<file path="src/rtl/uart_fx_frame_engine.sv">
// uart_fx_frame_engine
//   Length-framed effect path between the UART byte ports and the host link.
//   Accepts {HEADER, LEN, payload}, filters each payload byte with the mode
//   latched at LEN, stages it in a commit/rollback FIFO and retransmits
//   {HEADER, LEN, filtered payload} once the whole frame is committed.
//
//   i_clk, i_rst_n        clock, async active-low reset
//   i_rx_dv, i_rx_byte    received byte strobe / data
//   i_tx_active           UART TX busy
//   i_tx_done             UART TX done (rising edge used)
//   i_mode                0 bypass, 1 clip, 2 bitcrush, 3 half-gain
//   o_tx_dv, o_tx_byte    transmit strobe / byte (byte held between strobes)
//   o_frame_err           1-cycle pulse when a frame is dropped
//   o_busy                TX FSM not idle
//   o_fifo_level          committed, unread FIFO entries
//
//   state  | meaning
//   R_HDR  | hunting for HEADER
//   R_LEN  | expecting LEN byte
//   R_DATA | writing payload tentatively at wr_tmp
//   T_IDLE | waiting for a committed frame length
//   T_HDR  | ready to send HEADER
//   T_LEN  | ready to send LEN
//   T_DATA | ready to send next payload byte
//   T_WAIT | byte handed to UART, waiting for tx_done edge
module uart_fx_frame_engine #(
    parameter logic [7:0] HEADER       = 8'hAA,
    parameter int         MAX_LEN      = 16,
    parameter int         FIFO_DEPTH   = 64,
    parameter logic [7:0] CLIP_LEVEL   = 8'd150,
    parameter int         CRUSH_BITS   = 5,
    parameter int         TIMEOUT_CLKS = 25_000
) (
    input  logic                             i_clk,
    input  logic                             i_rst_n,
    input  logic                             i_rx_dv,
    input  logic [7:0]                       i_rx_byte,
    input  logic                             i_tx_active,
    input  logic                             i_tx_done,
    input  logic [1:0]                       i_mode,
    output logic                             o_tx_dv,
    output logic [7:0]                       o_tx_byte,
    output logic                             o_frame_err,
    output logic                             o_busy,
    output logic [$clog2(FIFO_DEPTH+1)-1:0]  o_fifo_level
);

    localparam int         AW         = $clog2(FIFO_DEPTH);
    localparam int         LW         = $clog2(FIFO_DEPTH + 1);
    localparam int         TW         = $clog2(TIMEOUT_CLKS + 1);
    localparam logic [7:0] MAX_LEN_B  = 8'(MAX_LEN);
    localparam logic [7:0] CRUSH_MASK = 8'hFF << CRUSH_BITS;

    typedef enum logic [1:0] {R_HDR, R_LEN, R_DATA} rx_state_e;
    typedef enum logic [2:0] {T_IDLE, T_HDR, T_LEN, T_DATA, T_WAIT} tx_state_e;

    function automatic logic [7:0] fx_filter(input logic [1:0] mode, input logic [7:0] x);
        case (mode)
            2'd1:    return (x > CLIP_LEVEL) ? CLIP_LEVEL : x;
            2'd2:    return x & CRUSH_MASK;
            2'd3:    return {1'b0, x[7:1]};
            default: return x;
        endcase
    endfunction

    rx_state_e         rx_state_q, rx_state_d;
    logic [7:0]        rx_len_q, rx_len_d;
    logic [7:0]        rx_cnt_q, rx_cnt_d;
    logic [1:0]        rx_mode_q, rx_mode_d;
    logic [AW-1:0]     wr_ptr_q, wr_ptr_d;
    logic [AW-1:0]     wr_tmp_q, wr_tmp_d;
    logic [TW-1:0]     tmo_q, tmo_d;
    logic              err_q, err_d;
    logic              fifo_we, lq_push, lq_pop, lq_full, timeout, overflow;
    logic [15:0]       occ;
    logic [1:0]        pending;

    tx_state_e         tx_state_q, tx_state_d;
    tx_state_e         tx_next_q, tx_next_d;
    logic [7:0]        tx_len_q, tx_len_d;
    logic [7:0]        tx_rem_q, tx_rem_d;
    logic [AW-1:0]     rd_ptr_q, rd_ptr_d;
    logic [LW-1:0]     level_q, level_d;
    logic [7:0]        hold_q, tx_mux;
    logic              done_q, done_rise, tx_fire, fifo_rd;

    logic [7:0]        lq_mem_q [2];
    logic              lq_wr_q, lq_rd_q;
    logic [1:0]        lq_cnt_q;
    logic [7:0]        fifo_mem [FIFO_DEPTH];

    // The frame currently owned by the TX FSM still counts as pending, so two
    // frames in flight (one sending or blocked, one queued) close the queue.
    assign pending  = lq_cnt_q + {1'b0, (tx_state_q != T_IDLE)};
    assign lq_full  = (pending >= 2'd2);
    assign lq_pop   = (tx_state_q == T_IDLE) && (lq_cnt_q != 2'd0);
    assign occ      = 16'(level_q) + 16'(rx_cnt_q);
    assign overflow = (occ >= 16'(FIFO_DEPTH));
    assign timeout  = (rx_state_q != R_HDR) && !i_rx_dv && (tmo_q == '0);

    // ---------------- RX FSM ----------------
    always_ff @(posedge i_clk or negedge i_rst_n) begin
        if (!i_rst_n) begin
            rx_state_q <= R_HDR;
            rx_len_q   <= '0;
            rx_cnt_q   <= '0;
            rx_mode_q  <= '0;
            wr_ptr_q   <= '0;
            wr_tmp_q   <= '0;
            tmo_q      <= '0;
            err_q      <= 1'b0;
        end else begin
            rx_state_q <= rx_state_d;
            rx_len_q   <= rx_len_d;
            rx_cnt_q   <= rx_cnt_d;
            rx_mode_q  <= rx_mode_d;
            wr_ptr_q   <= wr_ptr_d;
            wr_tmp_q   <= wr_tmp_d;
            tmo_q      <= tmo_d;
            err_q      <= err_d;
        end
    end

    always_comb begin
        rx_state_d = rx_state_q;
        rx_len_d   = rx_len_q;
        rx_cnt_d   = rx_cnt_q;
        rx_mode_d  = rx_mode_q;
        wr_ptr_d   = wr_ptr_q;
        wr_tmp_d   = wr_tmp_q;
        err_d      = 1'b0;
        fifo_we    = 1'b0;
        lq_push    = 1'b0;

        // idle down-counter, reloaded by every received byte
        if (i_rx_dv)
            tmo_d = TW'(TIMEOUT_CLKS - 1);
        else if (rx_state_q != R_HDR && tmo_q != '0)
            tmo_d = tmo_q - TW'(1);
        else
            tmo_d = tmo_q;

        case (rx_state_q)
            R_HDR: begin
                if (i_rx_dv && i_rx_byte == HEADER)
                    rx_state_d = R_LEN;
            end
            R_LEN: begin
                if (timeout) begin
                    err_d      = 1'b1;
                    rx_state_d = R_HDR;
                end else if (i_rx_dv) begin
                    if (i_rx_byte == 8'd0 || i_rx_byte > MAX_LEN_B || lq_full) begin
                        err_d      = 1'b1;
                        rx_state_d = R_HDR;
                    end else begin
                        rx_len_d   = i_rx_byte;
                        rx_mode_d  = i_mode;
                        rx_cnt_d   = '0;
                        wr_tmp_d   = wr_ptr_q;
                        rx_state_d = R_DATA;
                    end
                end
            end
            R_DATA: begin
                if (timeout || (i_rx_dv && overflow)) begin
                    err_d      = 1'b1;
                    wr_tmp_d   = wr_ptr_q;
                    rx_cnt_d   = '0;
                    rx_state_d = R_HDR;
                end else if (i_rx_dv) begin
                    fifo_we  = 1'b1;
                    wr_tmp_d = wr_tmp_q + AW'(1);
                    rx_cnt_d = rx_cnt_q + 8'd1;
                    if ((rx_cnt_q + 8'd1) == rx_len_q) begin
                        wr_ptr_d   = wr_tmp_q + AW'(1);
                        lq_push    = 1'b1;
                        rx_cnt_d   = '0;
                        rx_state_d = R_HDR;
                    end
                end
            end
            default: rx_state_d = R_HDR;
        endcase
    end

    assign o_frame_err = err_q;

    always_ff @(posedge i_clk) begin
        if (fifo_we)
            fifo_mem[wr_tmp_q] <= fx_filter(rx_mode_q, i_rx_byte);
    end

    // ---------------- length queue ----------------
    always_ff @(posedge i_clk or negedge i_rst_n) begin
        if (!i_rst_n) begin
            lq_mem_q[0] <= '0;
            lq_mem_q[1] <= '0;
            lq_wr_q     <= 1'b0;
            lq_rd_q     <= 1'b0;
            lq_cnt_q    <= '0;
        end else begin
            if (lq_push) begin
                lq_mem_q[lq_wr_q] <= rx_len_q;
                lq_wr_q           <= ~lq_wr_q;
            end
            if (lq_pop)
                lq_rd_q <= ~lq_rd_q;
            lq_cnt_q <= lq_cnt_q + {1'b0, lq_push} - {1'b0, lq_pop};
        end
    end

    // ---------------- TX FSM ----------------
    always_ff @(posedge i_clk or negedge i_rst_n) begin
        if (!i_rst_n) begin
            tx_state_q <= T_IDLE;
            tx_next_q  <= T_IDLE;
            tx_len_q   <= '0;
            tx_rem_q   <= '0;
            rd_ptr_q   <= '0;
            level_q    <= '0;
            hold_q     <= '0;
            done_q     <= 1'b0;
        end else begin
            tx_state_q <= tx_state_d;
            tx_next_q  <= tx_next_d;
            tx_len_q   <= tx_len_d;
            tx_rem_q   <= tx_rem_d;
            rd_ptr_q   <= rd_ptr_d;
            level_q    <= level_d;
            done_q     <= i_tx_done;
            if (tx_fire)
                hold_q <= tx_mux;
        end
    end

    assign done_rise = i_tx_done && !done_q;
    assign level_d   = level_q + (lq_push ? LW'(rx_len_q) : LW'(0)) - (fifo_rd ? LW'(1) : LW'(0));

    always_comb begin
        tx_state_d = tx_state_q;
        tx_next_d  = tx_next_q;
        tx_len_d   = tx_len_q;
        tx_rem_d   = tx_rem_q;
        rd_ptr_d   = rd_ptr_q;
        case (tx_state_q)
            T_IDLE: begin
                if (lq_pop) begin
                    tx_len_d   = lq_mem_q[lq_rd_q];
                    tx_rem_d   = lq_mem_q[lq_rd_q];
                    tx_state_d = T_HDR;
                end
            end
            T_HDR: begin
                if (!i_tx_active) begin
                    tx_next_d  = T_LEN;
                    tx_state_d = T_WAIT;
                end
            end
            T_LEN: begin
                if (!i_tx_active) begin
                    tx_next_d  = T_DATA;
                    tx_state_d = T_WAIT;
                end
            end
            T_DATA: begin
                if (!i_tx_active) begin
                    rd_ptr_d   = rd_ptr_q + AW'(1);
                    tx_rem_d   = tx_rem_q - 8'd1;
                    tx_next_d  = (tx_rem_q == 8'd1) ? T_IDLE : T_DATA;
                    tx_state_d = T_WAIT;
                end
            end
            T_WAIT: begin
                if (done_rise)
                    tx_state_d = tx_next_q;
            end
            default: tx_state_d = T_IDLE;
        endcase
    end

    // Strobe is combinational so HEADER leaves two edges after the last
    // payload byte; the byte register keeps the value between strobes.
    always_comb begin
        tx_fire = 1'b0;
        tx_mux  = hold_q;
        case (tx_state_q)
            T_HDR: begin
                tx_fire = !i_tx_active;
                tx_mux  = HEADER;
            end
            T_LEN: begin
                tx_fire = !i_tx_active;
                tx_mux  = tx_len_q;
            end
            T_DATA: begin
                tx_fire = !i_tx_active;
                tx_mux  = fifo_mem[rd_ptr_q];
            end
            default: ;
        endcase
        fifo_rd   = tx_fire && (tx_state_q == T_DATA);
        o_tx_dv   = tx_fire;
        o_tx_byte = tx_fire ? tx_mux : hold_q;
    end

    assign o_busy       = (tx_state_q != T_IDLE);
    assign o_fifo_level = level_q;

endmodule

</file>
<file path="config.mk">
export PLATFORM = sky130hd
export DESIGN_NAME = uart_fx_frame_engine
export DESIGN_NICKNAME = d
export VERILOG_FILES = /design/src/rtl/uart_fx_frame_engine.sv
export SDC_FILE = /design/constraint.sdc
export NUM_CORES = 1
export LEC_CHECK = 0
export CORE_MARGIN = 2
export CORE_UTILIZATION = 30
export CTS_CLUSTER_DIAMETER = 60
export DETAILED_ROUTE_END_ITERATION = 8
export HOLD_SLACK_MARGIN = 0.1
export SLEW_MARGIN = 5
export SYNTH_ARGS = -nofsm -noshare
export SYNTH_HDL_FRONTEND = slang
export SYNTH_SLANG_ARGS = --single-unit
</file>
<file path="constraint.sdc">
create_clock -name i_clk -period 3.8 [get_ports i_clk]
set_clock_uncertainty 0.15 [all_clocks]
set_input_delay 0.76 -clock i_clk [delete_from_list [all_inputs] [get_ports i_clk]]
set_output_delay 0.76 -clock i_clk [all_outputs]
set_load 0.005 [all_outputs]
</file>
==> metrics list, run 1 <==
- The analysis attributes to cell leakage a power of 10.9 nW.
- Measured against its own limit, the worst slew margin works out to 33.5%.
* DR vias/cell: 4.90
* Layout Nets: 1,787
* Post-Synthesis Mean Instance Area: 17.4 um2
- Ys flop type: sky130_fd_sc_hd__edfxtp_1
- STA classifies the critical path startpoint as a register.
* Period utilization: 113%
- The repair_antennas step left the layout with diodes totalling 0.
- Dividing total power by cell area gives a power density of 672 mW/mm2.
- The setup path with the least slack is of type reg -> out.
- Worst-margin pin slew: 0.994 ns
- Path depth of the worst reg2reg path: 20
* CTS H-tree depth: 2
- Measured along the y axis, the die boundary spans 299 um.
- The clock passes through at most 3 buffers.
- Across the VDD grid, the largest voltage drop is 0.399 mV.
- Number of slew-limit violations in the final report: 0
- Final critical-path setup slack: -0.479 ns
* Final RePlAce weighted congestion: 0.837
- The library cell used most frequently in the layout, excluding fill and tap cells, is sky130_fd_sc_hd__edfxtp_1.
* Capturing element of the worst setup path: o_tx_byte[2]
- For this run the aggregate overflow at the end of global routing stands at 0.
* R2R Path Start: o_fifo_level[0]$_DFF_PN0_
- Sequential fraction of the synthesis area: 69.8%
- Number of clock sinks seen by CTS: 623
- The count of nets left with antenna violations once routing finished came out at 0.
* Number of library cell types mapped by synthesis: 66
- Tracing the worst setup path back leads to its startpoint at rd_ptr_q[0]$_DFFE_PN0P_.
- Worst Setup End Kind: primary output
* Vias after detailed routing: 14,394
* Fillers: 7,963
- Clock tree from TritonCTS: yes
- Synthesized cell area: 0.0260 mm2
- Max-capacitance violation count: 0
- In the synthesized netlist, the number of instances is 1,494.
- Die extent in x: 299 um
* Number of synthesized register bits: 623
* DRT Wirelength: 62,700 um
* Pin count of the biggest net entering global routing: 65
- Final critical delay including setup and external delays: 4.28 ns
- The clock reaches the later pin of the worst-skew pair after 0.63 ns.
- Post-synthesis net count: 1,541
- Setup repair after global routing could not meet its margin everywhere.
* Highest-count cells in the layout ignoring fill and taps: sky130_fd_sc_hd__edfxtp_1, sky130_fd_sc_hd__buf_4, sky130_fd_sc_hd__mux4_2
- Violation count after the first detailed-routing iteration: 1,093
- Measured on the finished design, the core utilization comes to 37.0%.
* Reg2Reg Capture Point: o_fifo_level[6]$_DFF_PN0_
- During synthesis, Yosys emitted a total of 0 warnings.
- After routing, the total negative slack on setup checks comes to -2.95 ns.
- The min-delay analysis places its worst path in the category reg -> reg.
* Number of iterations in the first detailed-routing pass: 5
- Setup violations remaining at the end of the flow were counted as 9.
- Based on the critical path, the design can be clocked at up to 234 MHz.
- Cells with a size suffix above 1 make up 32.8% of the layout.
* Number of flops mapped to enable cells by yosys: 512
- Number of antenna violations at the first check in global routing: 0
* Area overhead of the layout relative to synthesis: 22.8%
* Global-route wire length before repair: 95,400 um
- The count of buffers added on input and output ports is 32.
- The run finished, with violations left.
* Critical path arrival: 3.37 ns
- The total area inside the core boundary comes to 0.0863 mm2.
* Share of flip-flops with an asynchronous set or reset: 17.8%
* All-Layer GR Usage: 14.0%
* Post-detailed-route wirelength per cell: 21.3 um
* Number of remaining DRC errors: 0
- Violated checks: negative setup slack
- Clock root buffer master: sky130_fd_sc_hd__clkbuf_16
- STA puts the critical path data required time at 2.89 ns.
- Final Hold Viols: 0
* Number of top-level pins: 33
- HPWL Detailed: 40,800 um
- Buffers inserted during clock tree synthesis total 60.
* Worst-path clk slew: 0.07 ns
* Setup slack of the most critical reg-to-reg path: -0.04 ns
* Total Die Area: 0.0891 mm2
* Maximum fanout encountered on the critical timing path: 7
* Row cnt: 108
- The initial utilization of the core area, before any placement, comes to 30.1%.
- The via count of the first global-routing pass is 14,967.
timing repair:
action / 4_1_cts / 5_1_grt
resized for setup: 64 / 45
hold buffers: 1 / 0
buffers inserted: 20 / 9
endpoints found under the hold margin: 53 / 0
endpoints found under the setup margin: 10 / 17
cloned: 5 / 0
pin swaps: 8 / 21
stage by stage:
step | setup slack (ns) | std cells | instance area [um2] | power (W) | hold slack [ns]
floorplan | -0.900 | 1494 | 26000 | 0.0122 | 0.288
global placement | -0.311 | 2800 | 29300 | 0.0147 | 0.309
detailed placement | -0.264 | 2800 | 29300 | 0.0149 | 0.324
CTS | -0.519 | 2931 | 31700 | 0.0215 | 0.338
global route | -0.631 | 2939 | 31900 | 0.0224 | 0.371
finish | -0.479 | 2939 | 31900 | 0.0215 | 0.334
routing by layer:
metal / GRT usage, % / wire, um
met5: 0 / 0
met4: 2.99 / 1050
met1: 18.9 / 26600
met3: 2.30 / 3240
met2: 24.0 / 31800
layout make-up:
type,instances,area (um2),area share [%]
clock inverters,33,394,1.23
well taps,1155,1450,4.52
repair buffers,264,2480,7.75
multi-input cells,755,7750,24.3
inverters,36,138,0.431
clock buffers,73,1580,4.95
flip-flops and latches,623,18200,56.9
worst max-delay path: stages, from the launching register on:
cell	delay, ns
sky130_fd_sc_hd__dfrtp_4	0.49
sky130_fd_sc_hd__buf_12	0.17
sky130_fd_sc_hd__buf_12	0.14
sky130_fd_sc_hd__buf_16	0.13
sky130_fd_sc_hd__mux4_2	0.45
sky130_fd_sc_hd__mux4_2	0.50
sky130_fd_sc_hd__mux2i_1	0.16
sky130_fd_sc_hd__buf_4	0.17
sky130_fd_sc_hd__nor3_2	0.05
sky130_fd_sc_hd__a2111o_1	0.35
sky130_fd_sc_hd__buf_2	0.15
registers in the layout, indices dropped and copies added, names as in the netlist, 7 cells and up:
register	count
tx_len_q	8
rx_len_q	8
tmo_q	15
fifo_mem	512
o_fifo_level	7
lq_mem_q	16
hold_q	8
rx_cnt_q	8
tx_rem_q	8
power breakdown:
part | total (W) | internal (W) | switching, W
combinational | 0.00684 | 0.00338 | 0.00346
clock | 0.00602 | 0.00344 | 0.00258
sequential | 0.00862 | 0.00830 | 0.000314
total | 0.0215 | 0.0151 | 0.00635
how the worst min path moves through the flow:
stage	start	endpoint	slack, ns	cells past startpoint
after floorplan	wr_ptr_q[1]$_DFFE_PN0P_	wr_ptr_q[1]$_DFFE_PN0P_	0.29	2
after global placement	wr_ptr_q[1]$_DFFE_PN0P_	wr_ptr_q[1]$_DFFE_PN0P_	0.31	2
after detailed placement	wr_ptr_q[0]$_DFFE_PN0P_	wr_ptr_q[0]$_DFFE_PN0P_	0.32	2
after CTS	wr_ptr_q[0]$_DFFE_PN0P_	wr_ptr_q[0]$_DFFE_PN0P_	0.34	2
after global routing	lq_mem_q[13]$_DFFE_PN0P_	lq_mem_q[13]$_DFFE_PN0P_	0.37	1
final	wr_ptr_q[0]$_DFFE_PN0P_	wr_ptr_q[0]$_DFFE_PN0P_	0.33	2
synth_stat cells (18+ instances only):
library cell               number  share of area [%]
sky130_fd_sc_hd__edfxtp_1     512                 59
sky130_fd_sc_hd__o21ai_0       47               0.90
sky130_fd_sc_hd__nor3_1        18               0.35
sky130_fd_sc_hd__clkbuf_1      40               0.58
sky130_fd_sc_hd__nand2b_1      19               0.46
sky130_fd_sc_hd__mux2i_1       25               0.96
sky130_fd_sc_hd__ha_1          30                1.4
sky130_fd_sc_hd__nand2_1       63               0.91
sky130_fd_sc_hd__xnor2_1       22               0.74
sky130_fd_sc_hd__dfrtp_1      111                 11
sky130_fd_sc_hd__nor2b_1       20               0.48
sky130_fd_sc_hd__nor2_1       110                1.6
sky130_fd_sc_hd__buf_2         22               0.42
sky130_fd_sc_hd__mux4_2       151                 13
sky130_fd_sc_hd__a21oi_1       34               0.65
sky130_fd_sc_hd__inv_1         36               0.52
sky130_fd_sc_hd__mux2_2        21               0.91
sky130_fd_sc_hd__xor2_1        20               0.67
sky130_fd_sc_hd__nand3_1       26               0.50
kinds of logic after synthesis:
kind of cell	Yosys count	share of synthesized area (%)
XOR/XNOR	42	1.41
AO/OA/AOI/OAI	156	3.98
AND/OR/NAND/NOR	320	6.00
flip-flops	623	69.8
multiplexers	205	15.4
buffers and inverters	116	1.87
adder cells (fa/ha/maj)	32	1.60
(Power assumes the default switching activity.)
==> run 2, diff against run 1 <==
--- a/config.mk
+++ b/config.mk
@@ -14,3 +14,4 @@
 export SYNTH_ARGS = -nofsm -noshare
 export SYNTH_HDL_FRONTEND = slang
 export SYNTH_SLANG_ARGS = --single-unit
+export TNS_END_PERCENT = 10
==> run 2 against run 1 <==
The run still ends with negative setup slack left. Routed wire length increased by 1.4%. Critical path depth unchanged. Global-route usage increased by 0.28 points. Count of clock-buffer cells in the layout increased by 12. Design area increased by 0.50%. Final cell count increased by 1.1%. Critical endpoint is now o_tx_byte[5]. Largest cell class unchanged. Highest routed layer unchanged.
==> metrics list, run 2 (synthesis gave the netlist of run 1 again) <==
- The flow ran to the end, but the final reports show violations.
* Violated checks: negative setup slack
- For this design the static power due to leakage is 11.1 nW.
* Flop pwr share: 39.3%
* Number of CTS-inserted buffers: 69
- DR vias/cell: 4.91
- Clock tree from TritonCTS: yes
- Switching Share: 29.5%
- The worst register-to-register path ends at o_fifo_level[6]$_DFF_PN0_.
- Die extent in y: 299 um
- Violation count after the first detailed-routing iteration: 1,196
- Largest register by flop count: fifo_mem
- Dividing the detail-routed wire length by the instance count gives 21.4 um.
* Grt met3 use: 3.79%
- Combined area of the multi-input logic cells: 0.00766 mm2
* Die extent in x: 299 um
- Number of top-level pins: 33
- The number of antenna violations at the first check in global routing came to 0.
- Cts-stage hold buffer count: 0
* Number of flip-flops under the largest register name: 512
* Path depth of the worst reg2reg path: 20
- R2R Path Start: o_fifo_level[0]$_DFF_PN0_
- Final RePlAce weighted congestion: 0.915
- Combinational share of power: 30.6%
- STA classifies the critical path startpoint as a register.
* Antenna-violating nets left: 0
* Vias after detailed routing: 14,580
* Timing-limited maximum frequency: 231 MHz
- After floorplanning, the core was divided into 108 placement rows.
- Switching power: 0.00646 W
- During placement, the flow inserted port buffers numbering 32.
* Period utilization: 114%
- Leftover overflow at the end of global routing: 0
- Clock-pin slew was measured on the worst setup and hold paths at 0.06 ns.
- Worst-margin pin slew: 1.15 ns
- DRT Wirelength: 63,500 um
- Fraction of power consumed by the clock network: 30.0%
- Worst-case headroom to the max-slew limit: 23.4%
* HPWL Detailed: 41,600 um
- Power Total: 0.0219 W
- Number of clock sinks seen by CTS: 623
- Number of iterations in the first detailed-routing pass: 5
* Class of the tightest hold or removal check: in -> async
- STA puts the critical path data arrival time at 3.42 ns.
- The worst setup path is captured at a primary output.
* Area overhead of the layout relative to synthesis: 23.4%
- Of the cells placed in the final design, the portion with a size suffix greater than 1 is 32.8%.
- CP Data Required Time: 2.89 ns
* Fillers: 7,876
- Largest registers: fifo_mem (512), lq_mem_q (16), tmo_q (15)
* Worst setup path class: reg -> out
- Leaving out fill and tap cells, the most frequent cell in the layout is sky130_fd_sc_hd__edfxtp_1.
* Number of remaining DRC errors: 0
- All-Layer GR Usage: 14.3%
- For met1 alone, demand over resource in global routing was 18.9%.
- GR Util met2: 23.1%
- Internal power comes to 0.0155 W.
- In this run the worst setup path terminates at o_tx_byte[5].
* Diode insertion count for antenna repair: 0
* Setup repair after global routing missed its margin: yes
- Entering global routing, the biggest net connects 65 pins.
- Post-Place Worst Slack: -0.350 ns
- Final critical delay including setup and external delays: 4.33 ns
* Layout Nets: 1,808
* Global-route wire length before repair: 96,500 um
* Final Hold Viols: 0
- The global routing stage identified its most utilized layer as met2.
- Number of global-route vias before repair: 15,173
* Total core area: 0.0863 mm2
- Total Die Area: 0.0891 mm2
- In the layout the commonest cells are sky130_fd_sc_hd__edfxtp_1, sky130_fd_sc_hd__buf_4, sky130_fd_sc_hd__mux4_2.
- The H-tree was split into 3 levels.
- After layout, the worst setup slack is -0.534 ns.
* Setup slack of the most critical reg-to-reg path: -0.04 ns
- Initial core utilization: 30.1%
- Number of slew-limit violations in the final report: 0
* Critical Path Start: rd_ptr_q[0]$_DFFE_PN0P_
- Setup violations remaining at the end of the flow were counted as 9.
- Max-capacitance violation count: 0
- The clock passes through at most 3 buffers.
- Maximum fanout encountered on the critical timing path: 5
* Areal power density over the cells: 683 mW/mm2
- Area occupied by registers: 0.0182 mm2
* Insertion delay to the later sink of the worst-skew pair: 0.61 ns
- Clock root buffer master: sky130_fd_sc_hd__clkbuf_16
* Worst supply voltage drop on vdd: 0.335 mV
==> run 2: how the worst min path moves through the flow <==
stage	depth (start not counted)	to	from	slack, ns
finish	1	tmo_q[5]$_DFFE_PN0P_	i_rst_n	0.11
detailed placement	2	wr_ptr_q[0]$_DFFE_PN0P_	wr_ptr_q[0]$_DFFE_PN0P_	0.32
global route	1	tmo_q[3]$_DFFE_PN0P_	i_rst_n	0.18
CTS	1	tmo_q[4]$_DFFE_PN0P_	i_rst_n	0.14
floorplan	2	wr_ptr_q[1]$_DFFE_PN0P_	wr_ptr_q[1]$_DFFE_PN0P_	0.29
global placement	2	wr_ptr_q[1]$_DFFE_PN0P_	wr_ptr_q[1]$_DFFE_PN0P_	0.31
==> run 2: area by class of cell <==
cell class | count | share of cell area [%]
Sequential cell | 623 | 56.6
Multi-Input combinational cell | 755 | 23.9
Timing Repair Buffer | 276 | 7.72
Clock buffer | 85 | 5.63
Tap cell | 1155 | 4.50
Clock inverter | 40 | 1.30
Inverter | 36 | 0.429
==> run 2: power by group through the flow <==
stage	Clock, W	Sequential, W	Combinational, W
4_1_cts	0.00671	0.00863	0.00651
3_3_place_gp	0	0.00876	0.00602
6_report	0.00658	0.00863	0.00672
3_5_place_dp	0	0.00877	0.00616
5_1_grt	0.00699	0.00866	0.00724
2_1_floorplan	0	0.00867	0.00355
==> run 2: per-layer routing <==
layer | up-vias | share of wire, %
met4 | 0 | 2.5
li1 | 6433 | -
met1 | 7603 | 42
met5 | - | 0
met3 | 95 | 7.3
met2 | 449 | 48
==> run 2: critical path, stage by stage (launching register included) <==
cell                      delay (ns)
sky130_fd_sc_hd__dfrtp_4        0.54
sky130_fd_sc_hd__buf_6          0.16
sky130_fd_sc_hd__buf_12         0.14
sky130_fd_sc_hd__buf_12         0.12
sky130_fd_sc_hd__buf_12         0.12
sky130_fd_sc_hd__mux4_2         0.42
sky130_fd_sc_hd__mux4_2         0.55
sky130_fd_sc_hd__mux2i_2        0.21
sky130_fd_sc_hd__nor2_2         0.11
sky130_fd_sc_hd__o22a_1         0.27
sky130_fd_sc_hd__buf_2          0.17
==> run 2: stage by stage <==
step / TNS (ns) / instance area [um2] / hold slack [ns] / utilization (%) / std cells
floorplan: -193.98 / 26000 / 0.288 / - / 1494
global placement: -2.53 / 29300 / 0.305 / 33.9 / 2809
detailed placement: -2.68 / 29300 / 0.320 / 33.9 / 2809
CTS: -4.01 / 31800 / 0.141 / 36.8 / 2948
global route: -4.54 / 32100 / 0.181 / 37.2 / 2970
finish: -3.67 / 32100 / 0.114 / 37.2 / 2970
==> run 2: timing repair <==
item                       CTS  global route
cloned                       2             0
setup endpoints to repair   11            69
gates resized for setup     67            37
pin swaps                    6            23
buffers inserted            13            23
==> run 3, diff against run 2 <==
--- a/config.mk
+++ b/config.mk
@@ -8,6 +8,7 @@
 export CORE_MARGIN = 2
 export CORE_UTILIZATION = 30
 export CTS_CLUSTER_DIAMETER = 60
+export CTS_CLUSTER_SIZE = 12
 export DETAILED_ROUTE_END_ITERATION = 8
 export HOLD_SLACK_MARGIN = 0.1
 export SLEW_MARGIN = 5
==> run 3 against run 2 <==
The flow still finishes with violations (negative setup slack). Non-clock buffer count is 14 lower. Fmax down 0.55%. Sequential power hardly changed. Combinational power is 3% lower. Sequential share of layout area increased by 0.95 points. Die area is the same. Routed wire length about the same. Worst setup slack worse by 0.024 ns. Flip-flop and latch count is the same. Count of clock-buffer cells in the layout rose by 20. First-iteration DRC count fell by 4.4%. Via count fell by 0.60%. Largest power group unchanged.
==> metrics list, run 3 (synthesis gave the netlist of run 1 again) <==
- CTS placed an instance of sky130_fd_sc_hd__clkbuf_16 at the clock tree root.
* Grt met3 use: 3.82%
* Layout Nets: 1,786
- Ranked by flip-flop count, first place goes to fifo_mem.
- At the end of the flow the core is filled with cells to 36.6%.
- In this run the static leakage power is 10.8 nW.
* Diode insertion count for antenna repair: 0
- Setup violation total in the final timing report: 9
- Setup TNS: -3.94 ns
- Critical path arrival: 3.45 ns
* Combined area of the multi-input logic cells: 0.00757 mm2
- Worst-case headroom to the max-slew limit: 24.4%
- The min-delay analysis places its worst path in the category reg -> reg.
- The count of nets left with antenna violations once routing finished came out at 0.
- The via count of the first global-routing pass is 15,058.
* GR Util met2: 23.0%
- The clock net in this run drives a total of 623 sinks.
- Measured along the y axis, the die boundary spans 299 um.
- Post-Place Worst Slack: -0.350 ns
- Final critical-path setup slack: -0.558 ns
* Longest individual stage delay on the worst path: 0.55 ns
- CP max-delay cell: sky130_fd_sc_hd__mux4_2
* Fillers: 7,941
* Timing-limited maximum frequency: 229 MHz
- Clock-pin slew was measured on the worst setup and hold paths at 0.06 ns.
- CTS H-tree depth: 2
- For this configuration, the core starts out at a cell density of 30.1%.
- Setup repair after global routing missed its margin: yes
- Worst-margin pin slew: 1.13 ns
* Sequence of cells on the critical path: buf_6 -> buf_12 -> buf_12 -> buf_8 -> mux4_2 -> mux4_2 -> mux2i_2 -> nor2_2 -> o22a_1 -> buf_2
- Period utilization: 115%
- Power Total: 0.0209 W
- TritonCTS created 61 clock buffers.
- Violation count after the first detailed-routing iteration: 1,143
- Total core area: 0.0863 mm2
- Area overhead of the layout relative to synthesis: 21.3%
* Maximum clock path buffer count: 3
- TritonCTS built the clock tree.
- Number of iterations in the first detailed-routing pass: 6
- Areal power density over the cells: 663 mW/mm2
- Number of remaining DRC errors: 0
- Summed over all nets, the half-perimeter wirelength after detailed placement is 41,600 um.
- After detailed routing, the total wire length is 63,500 um.
- The first global-routing pass estimated 96,600 um of wire.
- Global routing consumed, on the met1 layer, 19.0% of the routing resources.
- Maximum fanout encountered on the critical timing path: 8
- For this run the aggregate overflow at the end of global routing stands at 0.
* Number of antenna violations at the first check in global routing: 0
- The floorplan has 108 rows.
- The layer flagged by global routing as most heavily used is met2.
- Final RePlAce weighted congestion: 0.915
- Worst supply voltage drop on vdd: 0.383 mV
- The worst setup path is of the reg -> out kind.
- Input and output buffers added on the ports amount to 32.
- In this run the count of I/O pins placed on the die edge is 33.
* Highest-count cells in the layout ignoring fill and taps: sky130_fd_sc_hd__edfxtp_1, sky130_fd_sc_hd__buf_4, sky130_fd_sc_hd__mux4_2
* Worst Setup End Kind: primary output
- Kind of cell adding the most delay to the critical path: multiplexers
- The final route contains 14,492 vias.
- The final reports fail on negative setup slack.
- In this run the horizontal extent of the chip is 299 um.
* Commonest non-fill, non-tap cell in the layout: sky130_fd_sc_hd__edfxtp_1
- Number of slew-limit violations in the final report: 0
* CP Data Required Time: 2.89 ns
* Post-detailed-route wirelength per cell: 21.6 um
- In the routed layout, each cell is associated on average with a via count of 4.92.
* Insertion delay to the later sink of the worst-skew pair: 0.65 ns
- The die covers 0.0891 mm2.
- Final Hold Viols: 0
- The worst setup path is launched from a register.
- Largest registers: fifo_mem (512), lq_mem_q (16), tmo_q (15)
- All-Layer GR Usage: 14.3%
- Of the cells placed in the final design, the portion with a size suffix greater than 1 is 30.0%.
* Pin count of the biggest net entering global routing: 65
* Number of flip-flops under the largest register name: 512
- Across the run, the number of max-cap violations was 0.
* Bufs and invs on worst path: 5
- The flow ran to the end, but the final reports show violations.
* Final critical delay including setup and external delays: 4.36 ns
* Area occupied by registers: 0.0182 mm2
## run 3: metrics by stage
| step | hold slack [ns] | cell area, um2 | cells |
|---|---|---|---|
| after floorplan | 0.288 | 26000 | 1494 |
| after global placement | 0.305 | 29300 | 2809 |
| after detailed placement | 0.320 | 29300 | 2809 |
| after CTS | 0.334 | 31500 | 2936 |
| after global routing | 0.351 | 31600 | 2945 |
| final | 0.330 | 31600 | 2945 |
## run 3: layout make-up
cell class / count / share of cell area (%)
clock inverter: 9 / 0.436
multi-input combinational: 755 / 24.0
timing repair buffer: 262 / 7.52
clock buffer: 105 / 5.52
inverter: 36 / 0.428
tap: 1155 / 4.58
sequential: 623 / 57.5
## run 3: report_power, final
group / total [W] / leakage [nW] / switching [W] / internal, W
sequential: 0.00862 / 6.02 / 0.000321 / 0.00830
clock: 0.00577 / 0.897 / 0.00258 / 0.00319
combinational: 0.00654 / 3.90 / 0.00335 / 0.00319
total: 0.0209 / 10.8 / 0.00625 / 0.0147
## run 3: per-layer routing
metal,vias to the layer above,share of wire (%),wire [um]
met1,7551,42,26600
li1,6366,-,-
met3,101,7.8,4950
met5,-,0,0
met2,474,48,30200
met4,0,2.9,1840
## run 3: final timing paths
kind	startpoint	to	slack (ns)	cells after the start
setup / recovery	rd_ptr_q[0]$_DFFE_PN0P_	o_tx_byte[5]	-0.56	10
hold / removal	wr_ptr_q[0]$_DFFE_PN0P_	wr_ptr_q[0]$_DFFE_PN0P_	0.33	2
setup reg to reg	o_fifo_level[0]$_DFF_PN0_	o_fifo_level[6]$_DFF_PN0_	-0.13	20
hold reg to reg	wr_ptr_q[0]$_DFFE_PN0P_	wr_ptr_q[0]$_DFFE_PN0P_	0.33	2
max in group asynchronous	i_rst_n	rd_ptr_q[1]$_DFFE_PN0P_	1.89	3
min in group asynchronous	i_rst_n	rx_mode_q[1]$_DFFE_PN0P_	0.64	2
## run 3: what timing repair did
action	4_1_cts	5_1_grt
pin swaps	9	7
setup endpoints to repair	11	63
resized for setup	69	14
hold buffers	1	0
cloned	2	0
buffers inserted	12	10
hold endpoints to repair	13	0
## run 3: worst register-to-register path: stages (launching register included)
cell	delay [ns]
sky130_fd_sc_hd__dfrtp_1	0.40
sky130_fd_sc_hd__ha_1	0.23
sky130_fd_sc_hd__fa_1	0.37
sky130_fd_sc_hd__nand3_1	0.10
sky130_fd_sc_hd__o21ai_0	0.08
sky130_fd_sc_hd__a221o_1	0.37
sky130_fd_sc_hd__nor2_2	0.12
sky130_fd_sc_hd__and3_4	0.21
sky130_fd_sc_hd__nand2_1	0.06
sky130_fd_sc_hd__ha_1	0.28
sky130_fd_sc_hd__inv_1	0.05
sky130_fd_sc_hd__ha_1	0.15
sky130_fd_sc_hd__inv_1	0.06
sky130_fd_sc_hd__fa_1	0.39
sky130_fd_sc_hd__inv_1	0.07
sky130_fd_sc_hd__a21oi_1	0.06
sky130_fd_sc_hd__o21bai_1	0.17
sky130_fd_sc_hd__a21o_1	0.14
sky130_fd_sc_hd__a21oi_1	0.07
sky130_fd_sc_hd__xnor2_1	0.18
sky130_fd_sc_hd__xnor2_1	0.14
